===== src/rtl/mux_accum_pkg.sv =====
// mux_accum_pkg
// Shared encodings for the multiplexed accumulator:
//   op_t    - accumulator operation carried on the op input
//   state_t - burst controller states (also visible on state_dbg)
package mux_accum_pkg;

    typedef enum logic [1:0] {
        OP_HOLD = 2'b00,
        OP_LOAD = 2'b01,
        OP_ADD  = 2'b10,
        OP_SUB  = 2'b11
    } op_t;

    typedef enum logic [1:0] {
        S_IDLE = 2'b00,
        S_RUN  = 2'b01,
        S_DONE = 2'b10
    } state_t;

endpackage


===== src/rtl/muxmg.sv =====
// muxmg
// M-way, N-bit channel selector. Channel k sits at din[k*N +: N].
// A select value with no matching channel (sel >= M) yields zero.
// Ports:
//   din  - M*N packed channel vector
//   sel  - channel index, clog2(M) bits
//   dout - selected channel, or 0 when out of range
module muxmg #(
    parameter int N = 8,
    parameter int M = 4
) (
    input  logic [M*N-1:0]         din,
    input  logic [$clog2(M)-1:0]   sel,
    output logic [N-1:0]           dout
);

    localparam int SW = $clog2(M);

    always_comb begin
        dout = '0;
        for (int k = 0; k < M; k++) begin
            if (sel == SW'(k)) begin
                dout = din[k*N +: N];
            end
        end
    end

endmodule


===== src/rtl/mux_accum_reg.sv =====
// mux_accum_reg
// Accumulator fed from one of M input channels, with wrap or saturating
// add/subtract, a sticky overflow flag and a burst-accumulate mode.
// Ports:
//   clk, clr     - clock, synchronous active-high reset
//   din, sel     - packed channels and channel select (sel >= M gives 0)
//   en, op, sat  - step enable, operation (hold/load/add/sub), saturate
//   start, len   - burst request and burst sample count
//   q, carry     - accumulator and carry/borrow of the last add/sub
//   ovf          - sticky overflow/underflow
//   cnt          - samples accumulated in the current burst
//   busy, done   - burst running; one-cycle burst-complete pulse
//   state_dbg    - current controller state (mux_accum_pkg::state_t)
// All outputs are registers; results appear the cycle after the edge.
//
// Handshake: start is a request sampled only while busy=0 (state IDLE);
// it is accepted on that edge, and start/len are ignored while busy=1.
// The burst ends with exactly one cycle of done=1 (state DONE).
module mux_accum_reg
    import mux_accum_pkg::*;
#(
    parameter int N  = 8,
    parameter int M  = 4,
    parameter int CW = 8
) (
    input  logic                  clk,
    input  logic                  clr,
    input  logic [M*N-1:0]        din,
    input  logic [$clog2(M)-1:0]  sel,
    input  logic                  en,
    input  logic [1:0]            op,
    input  logic                  sat,
    input  logic                  start,
    input  logic [CW-1:0]         len,
    output logic [N-1:0]          q,
    output logic                  carry,
    output logic                  ovf,
    output logic [CW-1:0]         cnt,
    output logic                  busy,
    output logic                  done,
    output logic [1:0]            state_dbg
);

    state_t        state_q, state_d;
    logic [N-1:0]  q_q, q_d;
    logic          carry_q, carry_d;
    logic          ovf_q, ovf_d;
    logic [CW-1:0] cnt_q, cnt_d;
    logic [CW-1:0] len_q, len_d;
    logic          busy_q, busy_d;
    logic          done_q, done_d;

    logic [N-1:0]  d;
    logic [N:0]    sum;
    logic [N:0]    diff;
    logic [N-1:0]  add_res;
    logic [N-1:0]  sub_res;
    logic [CW-1:0] cnt_inc;

    muxmg #(
        .N (N),
        .M (M)
    ) u_mux (
        .din  (din),
        .sel  (sel),
        .dout (d)
    );

    // Bit N of the widened difference is set exactly when d > q (borrow).
    assign sum     = {1'b0, q_q} + {1'b0, d};
    assign diff    = {1'b0, q_q} - {1'b0, d};
    assign add_res = (sat && sum[N])  ? {N{1'b1}} : sum[N-1:0];
    assign sub_res = (sat && diff[N]) ? {N{1'b0}} : diff[N-1:0];
    assign cnt_inc = cnt_q + CW'(1);

    always_comb begin
        state_d = state_q;
        q_d     = q_q;
        carry_d = carry_q;
        ovf_d   = ovf_q;
        cnt_d   = cnt_q;
        len_d   = len_q;

        case (state_q)
            S_IDLE: begin
                if (start) begin
                    // A burst request overrides any en/op in the same cycle.
                    q_d     = '0;
                    cnt_d   = '0;
                    ovf_d   = 1'b0;
                    carry_d = 1'b0;
                    len_d   = len;
                    state_d = (len != '0) ? S_RUN : S_DONE;
                end else if (en) begin
                    case (op)
                        OP_LOAD: begin
                            q_d     = d;
                            carry_d = 1'b0;
                        end
                        OP_ADD: begin
                            q_d     = add_res;
                            carry_d = sum[N];
                            ovf_d   = ovf_q | sum[N];
                        end
                        OP_SUB: begin
                            q_d     = sub_res;
                            carry_d = diff[N];
                            ovf_d   = ovf_q | diff[N];
                        end
                        default: begin
                        end
                    endcase
                end
            end
            S_RUN: begin
                // Every accepted step is an add; op is not consulted here.
                if (en) begin
                    q_d     = add_res;
                    carry_d = sum[N];
                    ovf_d   = ovf_q | sum[N];
                    cnt_d   = cnt_inc;
                    if (cnt_inc == len_q) begin
                        state_d = S_DONE;
                    end
                end
            end
            S_DONE: begin
                state_d = S_IDLE;
            end
            default: begin
                state_d = S_IDLE;
            end
        endcase

        // busy/done are registered copies of the next state.
        busy_d = (state_d != S_IDLE);
        done_d = (state_d == S_DONE);
    end

    always_ff @(posedge clk) begin
        if (clr) begin
            state_q <= S_IDLE;
            q_q     <= '0;
            carry_q <= 1'b0;
            ovf_q   <= 1'b0;
            cnt_q   <= '0;
            len_q   <= '0;
            busy_q  <= 1'b0;
            done_q  <= 1'b0;
        end else begin
            state_q <= state_d;
            q_q     <= q_d;
            carry_q <= carry_d;
            ovf_q   <= ovf_d;
            cnt_q   <= cnt_d;
            len_q   <= len_d;
            busy_q  <= busy_d;
            done_q  <= done_d;
        end
    end

    assign q         = q_q;
    assign carry     = carry_q;
    assign ovf       = ovf_q;
    assign cnt       = cnt_q;
    assign busy      = busy_q;
    assign done      = done_q;
    assign state_dbg = state_q;

endmodule


===== config.mk =====
export PLATFORM = sky130hd
export DESIGN_NAME = mux_accum_reg
export DESIGN_NICKNAME = d
export VERILOG_FILES = /design/src/rtl/mux_accum_pkg.sv /design/src/rtl/muxmg.sv /design/src/rtl/mux_accum_reg.sv
export SDC_FILE = /design/constraint.sdc
export NUM_CORES = 1
export LEC_CHECK = 0
export ABC_CLOCK_PERIOD_IN_PS = 6900
export CORE_UTILIZATION = 35
export DETAILED_ROUTE_END_ITERATION = 8
export GPL_TIMING_DRIVEN = 1
export MAX_ROUTING_LAYER = met4
export PLACE_DENSITY = 0.62
export REMOVE_ABC_BUFFERS = 1
export SYNTH_ARGS = -nofsm -noshare
export SYNTH_HDL_FRONTEND = slang
export SYNTH_HIERARCHICAL = 1
export SYNTH_SLANG_ARGS = --single-unit

===== constraint.sdc =====
create_clock -name clk -period 6.9 [get_ports clk]
set_input_delay 1.38 -clock clk [delete_from_list [all_inputs] [get_ports clk]]
set_output_delay 1.38 -clock clk [all_outputs]
set_load 0.02 [all_outputs]

After elaboration in Yosys (flattened, before gate mapping) --
Index checks and enable logic that the tools add are counted.
Operators by class: add/subtract/negate cells 3, eq/ne operators 14, mux-type cells 29, bitwise operators 2, reductions and logical operators 11
Operators with widths (count):
- 8-bit two-way mux | 11
- 8-bit case mux with 2 select lines | 2
- 8-bit case mux with 3 select lines | 1
- 2-bit == test, second input constant | 5
- 8-bit by 8-bit adder with 9-bit output | 1
- 8-bit by 8-bit subtractor with 9-bit output | 1
- 8-bit by 1-bit adder with 8-bit output, second input constant | 1
- 8-bit == test | 1
- 2-bit two-way mux | 4
- 4-bit AND reduction | 2
- 8-bit nonzero test | 1
- 2-bit by 1-bit == test with 1-bit output, second input constant | 3
- 1-bit two-way mux | 6
- 1-bit case mux with 2 select lines | 3
- 5-bit by 2-bit != test with 1-bit output, second input constant | 1
- 2-bit zero test | 2
- 2-bit != test, second input constant | 2
- 4-bit by 2-bit != test with 1-bit output, second input constant | 1
- 2-bit case mux with 2 select lines | 1
- 2-bit nonzero test | 2
- 3-bit != test, second input constant | 1
- 1-bit case mux with 3 select lines | 1
- 3-bit AND reduction | 1
- 1-bit logical AND | 2
- other kinds (2) | 3
Word-level totals: register bits 30, bits of input ports 49, output and inout port bits 22, word-level logic and storage cells 67

Longest topological paths before layout --
depth in word-level cells 12, mapped depth 11, depth with buffers taken out 10

Hierarchy --
The synthesis kept the hierarchy.
Modules (own cells, without submodules):
- mux_accum_reg | times used 1, cells an instance 307, area each 2326.0 um^2, seq. area each 600.6 um^2
- muxmg | times used 1, cells an instance 10, area each 196.4 um^2, seq. area each 0.0 um^2

Least setup slack after synthesis --
OpenSTA, ideal clock, no wires.
kind input -> register, start point input port sel[0], end point register q_q[7], in the netlist q[7], data arrival time 3.764 ns, required time 6.774 ns, path slack 3.009 ns, stages on the path 10, path buffers 1, cell sequence buf_6 mux4_2 ha_1 fa_1 nor2b_1 o221ai_1 a311oi_1 a21boi_1 a21o_1 o31ai_1
Between the ends: longest elaborated chain between the ends 12, elaborated cells between the ends (all ways) 19, those cells by class add/sub (2); eq/ne (3); mux (11); reduce/logical (3)
Ends and longest elaborated chain:
- start: declaration | line mux_accum_reg.sv:29 | input logic [$clog2(M)-1:0] sel,
- 2-bit zero test | line muxmg.sv:22 | if (sel == SW'(k)) begin
- 8-bit two-way mux (3 in series) | line muxmg.sv:22
- 8-bit two-way mux * | line muxmg.sv:22
- via d[0] | line mux_accum_reg.sv:53 | logic [N-1:0] d;
- 8-bit by 8-bit subtractor with 9-bit output / 8-bit by 8-bit adder with 9-bit output (equally long branches) | line mux_accum_reg.sv:71, mux_accum_reg.sv:70
- 1-bit logical AND (on tied branches) | line mux_accum_reg.sv:73, mux_accum_reg.sv:72
- 8-bit two-way mux (on tied branches) | line mux_accum_reg.sv:73, mux_accum_reg.sv:72
- 8-bit case mux with 3 select lines | line mux_accum_reg.sv:95 | case (op)
- 8-bit two-way mux | line mux_accum_reg.sv:94 | end else if (en) begin
- 8-bit two-way mux | line mux_accum_reg.sv:86 | if (start) begin
- 8-bit case mux with 2 select lines * | line mux_accum_reg.sv:84 | case (state_q)
- end signal: assignment | line mux_accum_reg.sv:152 | q_q <= q_d;
- end: declaration | line mux_accum_reg.sv:45 | logic [N-1:0] q_q, q_d;
Mark *: on every way through the listed nets, which the timed path passes. The rest lies on a longest branch. The select of a mux whose other input is x is not followed. A chain may end at the register's enable or synchronous reset.

Final worst setup path --
Same ends and word-level chain as after synthesis.

==> results.py <==
metrics = {
    "sta": {
        "unrepaired_setup_endpoints_after_global_routing": "false",
        "fin_skew_ns": 0.00811,
        "finalSetupTns_ns": 0,
        "slew_headroom_pct": 27.9,
        "final.min_clock_period_ns": 4.71,
        "final_period_util_pct": 68.3,
        "actual_transition_at_the_worst_max_transition_pin_ns": 1.08,
        "max_clock_freq_ghz": 0.212,
        "final_max_slew_viol_count": 0,
        "setup_viol_count_final": 0,
        "finalHoldViolations": 0,
    },
    "worst_setup_path": {
        "worst_ep_arrival_time_ns": 4.88,
        "worstSetupPathType": "in2reg",
        "crit_path_end_kind": "register",
        "cp-start-kind": "primary input",
        "cp_data_required_time_ns": 7.06,
        "crit_path_max_fanout": 8,
        "r2r_cells": 10,
    },
    "routing": {
        "number_of_routed_nets_with_antenna_violations": 0,
        "finalWirelength_mm": 6.66,
        "detailedRoute.firstIterationViolations": 101,
        "vias_per_cell": 5.40,
        "remaining_drc_errors": 0,
        "wire_per_inst_um": 14.0,
        "detailedRoute.firstPassIterationCount": 4,
        "route.vias.total": 2571,
    },
    "clocking": {
        "clk_root_buffer_cell": "sky130_fd_sc_hd__clkbuf_8",
        "post_cts_hold_buffer_count": 0,
        "clkLatencyLatePin_ns": 0.28,
        "numCtsBuffers": 5,
        "post-cts-setup-buffer-count": 0,
        "clk_pin_slew_ns": 0.06,
        "cts-resized-gates": 0,
        "cts_buffer_depth": 2,
        "htree_levels": 2,
        "cts_tree": "yes",
        "clkSinkCount": 30,
    },
    "yosys": {
        "synth.cell_area_um2": 2520,
        "synthesis.yosys.warnings": 6,
        "async_reset_ff_share_pct": 0,
        "number_of_library_cell_types_mapped_by_synthesis": 57,
        "cell_taking_the_most_area_after_synthesis": "sky130_fd_sc_hd__dfxtp_1",
        "synthFlopType": "sky130_fd_sc_hd__dfxtp_1",
        "post_synth_edffs": 0,
        "synth_seq_area_share_pct": 23.8,
        "share_of_the_synthesized_area_in_the_top_cell_type_pct": 23.8,
        "netlist_top_cells_area": "sky130_fd_sc_hd__dfxtp_1 (24%), sky130_fd_sc_hd__ha_1 (9.4%), sky130_fd_sc_hd__mux4_2 (7.1%)",
        "ys_ff_latch": 30,
        "synth.avg_cell_area_um2": 7.96,
        "synth_cells": 317,
    },
    "power_and_ir_drop": {
        "pwr_density_cell_nw_per_um2": 192,
        "ir_drop_v": 0.0000584,
        "totalPowerFinal_uw": 650,
        "cell_leakage_power_nw": 1.32,
    },
    "die": {
        "fp.coreArea_um2": 6870,
        "design.die.area_um2": 7550,
        "placement_rows": 30,
        "num_io_pins": 71,
        "die_w_um": 86.9,
        "initial_core_util_pct": 36.7,
        "die_height_um": 86.9,
    },
    "grt": {
        "grt_busiest_layer": "met2",
        "grt_util_all_layers_pct": 19.2,
        "grtUsageMet3_pct": 4.74,
        "grt_first_pass_wirelength_mm": 11.1,
        "met1_usage_pct": 21.6,
        "grt_pass1_vias": 2409,
        "gr-usage-met2_pct": 33.3,
        "grt_start_max_net_pins": 29,
        "grt_overflow_total": 0,
        "grt_antenna_before_repair": 0,
    },
    "min_path": {
        "hold_path.class": "reg2reg",
        "worst_hold_path.num_cells": 2,
    },
    "placement": {
        "buffer_ports.inserted": 70,
        "hpwlAfterDp_mm": 5.21,
        "gp_congestion": 0.874,
    },
    "final_layout": {
        "most-common-layout-cells": "sky130_fd_sc_hd__clkdlybuf4s50_1 (70), sky130_fd_sc_hd__nor2_1 (37), sky130_fd_sc_hd__a21oi_1 (32)",
        "area.growth.synth_to_final_pct": 34.2,
        "layout.filler_cells": 676,
        "antenna-diode-count": 0,
        "fin_nets": 449,
        "drive_above_1_share_pct": 6.05,
        "layout_commonest_cell": "sky130_fd_sc_hd__clkdlybuf4s50_1",
    },
    "outcome": {
        "run_status": "finished clean",
    },
    "run": {
        "max-cap-violations": 0,
    },
}
==> per-layer routing <==
metal  wire, um  up-vias
met3        458       10
li1           -     1292
met4        105        0
met5          0        -
met1       2930     1180
met2       3170       89
==> cell usage after synthesis, types with 5 or more instances <==
cell / instances
sky130_fd_sc_hd__inv_1: 20
sky130_fd_sc_hd__mux4_2: 8
sky130_fd_sc_hd__o21a_1: 6
sky130_fd_sc_hd__ha_1: 19
sky130_fd_sc_hd__nor2_1: 37
sky130_fd_sc_hd__xnor2_1: 10
sky130_fd_sc_hd__nor4_1: 5
sky130_fd_sc_hd__a21oi_1: 32
sky130_fd_sc_hd__nand2_1: 25
sky130_fd_sc_hd__dfxtp_1: 30
sky130_fd_sc_hd__clkbuf_1: 9
sky130_fd_sc_hd__o21ai_1: 7
sky130_fd_sc_hd__o21ai_0: 16
sky130_fd_sc_hd__nor3_1: 8
sky130_fd_sc_hd__a211oi_1: 8
sky130_fd_sc_hd__nand2b_1: 5
==> final timing paths <==
kind	startpoint	to	slack, ns
min	len_q[1]$_SDFFE_PP0P_	len_q[1]$_SDFFE_PP0P_	0.49
min reg2reg	len_q[1]$_SDFFE_PP0P_	len_q[1]$_SDFFE_PP0P_	0.49
max	sel[0]	q[7]$_SDFFE_PP0P_	2.19
max reg2reg	q[0]$_SDFFE_PP0P_	q[3]$_SDFFE_PP0P_	4.30
==> through the flow <==
stage | instances | hold slack (ns) | area [um^2] | utilization [%] | worst slack, ns
3_3_place_gp | 468 | 0.472 | 3270 | 47.7 | 1.96
5_1_grt | 476 | 0.536 | 3380 | 49.3 | 1.99
6_report | 476 | 0.487 | 3380 | 49.3 | 2.19
2_1_floorplan | 302 | 0.459 | 2450 | - | 3.16
3_5_place_dp | 468 | 0.482 | 3270 | 47.7 | 1.89
4_1_cts | 476 | 0.492 | 3380 | 49.3 | 2.19
==> sequential cells by signal, indices dropped and copies added, names as in the netlist <==
name       count
cnt            8
ovf            1
busy           1
len_q          8
q              8
state_dbg      2
done           1
carry          1
==> worst max-delay path: stages <==
cell,delay [ns]
sky130_fd_sc_hd__clkdlybuf4s50_1,0.78
sky130_fd_sc_hd__mux4_2,0.62
sky130_fd_sc_hd__ha_1,0.24
sky130_fd_sc_hd__fa_1,0.42
sky130_fd_sc_hd__nor2b_1,0.16
sky130_fd_sc_hd__o221ai_1,0.30
sky130_fd_sc_hd__a311oi_1,0.18
sky130_fd_sc_hd__a21boi_1,0.54
sky130_fd_sc_hd__a21o_1,0.18
sky130_fd_sc_hd__o31ai_1,0.05
==> report_power, final <==
group / leakage, nW / internal, mW / switching [mW] / total, mW
sequential: 0.246 / 0.187 / 0.0171 / 0.204
combinational: 1.02 / 0.133 / 0.145 / 0.278
clock: 0.0575 / 0.101 / 0.0660 / 0.167
==> cell type report <==
type / instances / area (um^2) / area share, %
clock buffer: 8 / 110 / 3.25
inverter: 20 / 75.1 / 2.22
multi-input combinational: 252 / 1780 / 52.5
sequential: 30 / 601 / 17.7
tap: 96 / 120 / 3.55
timing repair buffer: 70 / 701 / 20.7
==> kinds of logic after synthesis <==
| group | count (synthesis) | share of synthesized area [%] |
|---|---|---|
| compound gates | 105 | 27.3 |
| mux | 8 | 7.14 |
| fa+ha+maj | 21 | 11.0 |
| simple gates | 105 | 20.5 |
| flops | 30 | 23.8 |
| buf+inv | 35 | 5.70 |
| xor+xnor | 13 | 4.51 |
No activity file was read; power rests on OpenSTA's default activity.
==> RTL edit 1, RTL diff (same flow settings) <==
Register the output `done` once more, without a reset; this adds one clock of latency there. The other outputs are not delayed to match. Comments in the files are not updated.
--- a/src/rtl/mux_accum_reg.sv
+++ b/src/rtl/mux_accum_reg.sv
@@ -166,3 +166,5 @@
     assign busy      = busy_q;
-    assign done      = done_q;
+    always_ff @(posedge clk) begin
+        done <= done_q;
+    end
     assign state_dbg = state_q;
Formal check against the unedited RTL: not equivalent (a bounded check fails within 4 cycles, from zero or initial values).
==> RTL edit 1 against the original RTL <==
Setup slack gained 77 ps. Core utilization shrank 0.28 points. Via count is 6.7% lower. Routed wire length down 5.0%. Register-to-register slack improved by 30 ps. Count of clock-buffer cells in the layout is 2 lower. Power increased by 1.1%. Design area fell by 1.1%. Maximum frequency up 1.7%. Sequential cell count is 1 higher. Synthesized cell count down 3.5%. Area after synthesis down 1.1%. Die area shrank 1.1%. Critical endpoint is now q[3]$_SDFFE_PP0P_. Highest routed layer unchanged.
==> RTL edit 1: results (changes against the original RTL) <==
Pwr
  – Maximum VDD drop: 0.06550 mV (+12%)
  – Pleak: 1.273 nW (-3.9%)
  – Sw frac: 33.76% (-1.4 points)
  – Combinational share of power: 39.8% (-3.1 points)
  – Clock network fraction of total power: 28.3% (+2.6 points)
  – Int Pwr: 0.0004352 W (+3.4%)

Global routing
  – First-pass GRT wire length: 10.58 mm (-4.6%)
  – Antenna violations before repair: 0 (unchanged)
  – Largest net degree at the start of global routing: 29 (unchanged)
  – GRT Total Usage: 18.20% (-1.0 points)
  – Vias in the first global route: 2308 (-4.2%)

Placed design
  – Detailed placement HPWL: 5.012 mm (-3.8%)
  – Dpl ws: 1983 ps (+98.31 ps)
  – DP Area: 3229 um^2 (-1.4%)
  – Port Buffers: 70 (unchanged)
  – Final RePlAce weighted congestion: 0.8835 (+1.1%)
  – Placed Instances: 455 (-2.8%)

Layout
  – Fillers: 694 (+2.7%)
  – Total Nets Final: 434 (-3.3%)
  – Layout cell share with drive strength beyond 1: 7.357% (+1.3 points)
  – # diodes: 0 (unchanged)
  – Multi-input gate area: 1732 um^2 (-2.6%)

Min path
  – Min-delay worst type: reg -> reg

Synthesis
  – Synth Warn #: 6 (unchanged)
  – Synth Flop Type: dfxtp_1
  – Sequential area share after synthesis: 24.89% (+1.1 points)
  – Mean post-synth cell area: 8.149 um^2 (+2.4%)
  – Share of flip-flops with an asynchronous set or reset: 0% (unchanged)
  – Synth cell types: 57 (unchanged)
  – Post-synth top cells: 34 x a21oi_1, 33 x nor2_1, 31 x dfxtp_1, 31 x nand2_1, 17 x ha_1
  – Top post-synthesis cells by area: dfxtp_1 25%, ha_1 8.5%, mux4_2 7.2%

Drt
  – Final WL: 6.329 mm (-5.0%)
  – Drt initial violations: 105 (+4.0%)
  – First-pass DRT Iterations: 4 (unchanged)
  – Routed via count: 2400 (-6.7%)
  – Vias/cell: 5.184 (-4.0%)

STA
  – Setup Skew: 5.359 ps (-2.754 ps)
  – Slew @ Worst Pin: 1057 ps (-20.68 ps)

Setup path
  – CP peak stage delay: 790 ps
  – CP Max Fanout: 8 (unchanged)
  – Crit path max-delay family: compound AO/OA/AOI/OAI gates
  – WP data arrival: 4820 ps (-60 ps)
  – Critical path's slowest cell: clkdlybuf4s50_1

Clocking
  – Htree depth: 2 (unchanged)
  – Post-cts resize count: 0 (unchanged)
  – Clock transition at path regs: 70 ps
  – Post-CTS Setup Repair Bufs: 0 (unchanged)
  – Max clock buf depth: 2 (unchanged)
  – Total CTS buffers: 5 (unchanged)
  – Clk_lat worst skew: 280 ps (about the same)
  – Root Driver: clkbuf_8

Status
  – Status: completed
[RTL edit 1: changes by cell type after synthesis, sizes merged, moves of 3 or more]
cell | before | now
or2 | 5 | 2
or3 | 3 | 0
xnor2 | 10 | 15
nor4 | 6 | 1
a222oi | 4 | 0
nand2 | 25 | 32
nor3b | 0 | 3
inv | 20 | 15
nand3 | 4 | 7
or4 | 1 | 4
nor2 | 37 | 33
a211oi | 8 | 5
o21ai | 23 | 14
[RTL edit 1: logic make-up (layout without fill, tap and decap cells)]
group	after synthesis	in the layout	synth area share, %
simple gates	105	105	21.02
compound gates	90	90	23.63
buf+inv	32	93	5.670
flops	31	31	24.89
xor+xnor	20	20	7.025
fa+ha+maj	19	19	10.14
mux	9	9	7.627
[RTL edit 1: layer usage]
layer,vias up,GRT usage (%),routed length [um]
met5,-,-,0
met3,4,3.333,378
met2,85,31.60,3039
li1,1215,-,-
met1,1096,21.94,2885
met4,0,4.091,25
[RTL edit 1: final timing paths]
path                     startpoint                 to  slack, ps  cells past startpoint
setup / recovery             sel[0]  q[3]$_SDFFE_PP0P_       2260                     11
hold / removal    done_q$_SDFF_PP0_       done$_DFF_P_        330                      0
setup reg to reg  q[0]$_SDFFE_PP0P_  q[3]$_SDFFE_PP0P_       4330                     10
hold reg to reg   done_q$_SDFF_PP0_       done$_DFF_P_        330                      0
[RTL edit 1: area by class of cell]
cell class | instances | share of cell area, %
clock inverter | 2 | 1.047
timing repair buffer | 70 | 20.93
tap | 96 | 3.589
clock buffer | 6 | 2.467
multi-input combinational | 243 | 51.74
inverter | 15 | 1.682
sequential | 31 | 18.54
==> RTL edit 2, RTL diff (same flow settings) <==
Made on the original files. Change the parameter `CW` from 8 to 10.
--- a/src/rtl/mux_accum_reg.sv
+++ b/src/rtl/mux_accum_reg.sv
@@ -23,3 +23,3 @@
     parameter int M  = 4,
-    parameter int CW = 8
+    parameter int CW = 10
 ) (
Interface: changed (resized cnt and len); port bits go from 71 to 75. The function was not compared with the original's and may differ.
==> RTL edit 2 against the original RTL <==
Sequential cell count grew 4. Critical path type unchanged. Setup slack gained 120 ps. Power about the same. Critical endpoint is now q[3]$_SDFFE_PP0P_. Routed wire length up 22%. Design area is 10% higher. Count of clock-buffer cells in the layout shrank 2. Area after synthesis increased by 14%. Die area rose by 13%.
==> RTL edit 2: results (changes against the original RTL) <==
Synthesis
  – Post-Synth XOR/XNOR Area: 6.422% (+1.9 points)
  – Top post-synthesis cells by area: dfxtp_1 24%, ha_1 8.3%, a21oi_1 6.5%
  – Synth cell types: 64 (+12%)
  – Post-synth top cells: 37 x a21oi_1, 36 x nand2_1, 34 x dfxtp_1
  – Post-Synth Adder-Cell Area: 9.699% (-1.3 points)
  – Post-synthesis mux area share: 6.291% (-0.85 points)
  – Sequential area share after synthesis: 23.77% (-0.044 points)
  – Synth Area in Compound Gates: 25.82% (-1.5 points)
  – Mean post-synth cell area: 7.978 um^2 (+0.26%)

Drt
  – Final WL: 8.127 mm (+22%)
  – Drt initial violations: 170 (+68%)
  – Met2 wire length: 4.063 mm (+28%)
  – Detail Route met3 WL: 372 um (-19%)
  – Routed via count: 2908 (+13%)
  – Metal-1 WL: 3.469 mm (+18%)

Clocking
  – Clock transition at path regs: 80 ps (+20 ps)
  – Htree depth: 2 (unchanged)
  – Post-CTS Setup Repair Bufs: 0 (unchanged)
  – Total CTS buffers: 5 (unchanged)

Placed design
  – Final RePlAce weighted congestion: 1.010 (+16%)
  – Detailed placement HPWL: 6.352 mm (+22%)
  – Port Buffers: 74 (+5.7%)
  – Placed Instances: 518 (+11%)

Pwr
  – Pleak: 1.408 nW (+6.3%)
  – Pwr Total: 0.0006496 W (about the same)
  – Switching Power: 0.0002366 W (+3.5%)
  – P_comb: 0.000266 W (-4%)
  – Sequential power share: 34.3% (+2.8 points)
  – Maximum VDD drop: 0.09285 mV (+59%)

Setup path
  – Worst reg-to-reg setup slack: 4420 ps (+120 ps)
  – Crit path to: q[3]$_SDFFE_PP0P_
  – Reg2reg end: q[4]$_SDFFE_PP0P_
  – Critical path's slowest cell: clkdlybuf4s50_1
  – CP Max Fanout: 8 (unchanged)
  – WP data arrival: 4810 ps (-70 ps)
  – Crit path max-delay family: compound AO/OA/AOI/OAI gates

Global routing
  – Vias in the first global route: 2972 (+23%)
  – GRT Total Usage: 20.72% (+1.5 points)
  – Met3 Usage GRT: 3.120% (-1.6 points)
  – Met2 Usage GRT: 36.79% (+3.5 points)
  – Largest net degree at the start of global routing: 33 (+14%)
  – Met1 usage: 23.36% (+1.7 points)
  – First-pass GRT wire length: 13.80 mm (+24%)

Status
  – Status: completed

STA
  – Slew @ Worst Pin: 950.0 ps (-127.4 ps)
  – Setup Skew: 7.310 ps (-0.8035 ps)

Layout
  – Layout cell share with drive strength beyond 1: 7.547% (+1.5 points)
  – Final non-filler cell total: 526 (+11%)
  – Total Nets Final: 495 (+10%)
  – Fillers: 771 (+14%)
-- RTL edit 2: logic make-up (layout without fill, tap and decap cells) --
kind of cell	count (synthesis)	after routing
simple gates	127	127
compound gates	110	110
buf+inv	38	103
flops	34	34
fa+ha+maj	21	21
xor+xnor	21	21
mux	8	8
-- RTL edit 2: per-stage QoR --
| stage | setup slack (ps) | util, % | hold WS [ps] | cell area (um^2) |
|---|---|---|---|---|
| 2_1_floorplan | 3279 | - | 442.0 | 2768 |
| 5_1_grt | 2097 | 47.88 | 497.3 | 3739 |
| 4_1_cts | 2282 | 47.88 | 473.6 | 3739 |
| 3_3_place_gp | 2025 | 46.67 | 460.7 | 3643 |
| 3_5_place_dp | 1991 | 46.67 | 463.0 | 3643 |
| 6_report | 2308 | 47.88 | 467.5 | 3739 |
-- RTL edit 2: area by class of cell --
type | count | area share (%)
multi-input cells | 287 | 53.82
repair buffers | 75 | 20.01
flip-flops and latches | 34 | 18.21
well taps | 102 | 3.414
clock buffers | 6 | 2.209
inverters | 20 | 2.008
clock inverters | 2 | 0.3347
-- RTL edit 2: how the worst min path moves through the flow --
stage                                from               endpoint  slack (ps)  depth (start not counted)
global placement    len_q[6]$_SDFFE_PP0P_  len_q[6]$_SDFFE_PP0P_         460                          2
detailed placement  len_q[3]$_SDFFE_PP0P_  len_q[3]$_SDFFE_PP0P_         460                          2
global route        len_q[3]$_SDFFE_PP0P_  len_q[3]$_SDFFE_PP0P_         500                          2
finish                   ovf$_SDFFE_PP0P_       ovf$_SDFFE_PP0P_         470                          2
CTS                      ovf$_SDFFE_PP0P_       ovf$_SDFFE_PP0P_         470                          2
floorplan           len_q[0]$_SDFFE_PP0P_  len_q[0]$_SDFFE_PP0P_         440                          2
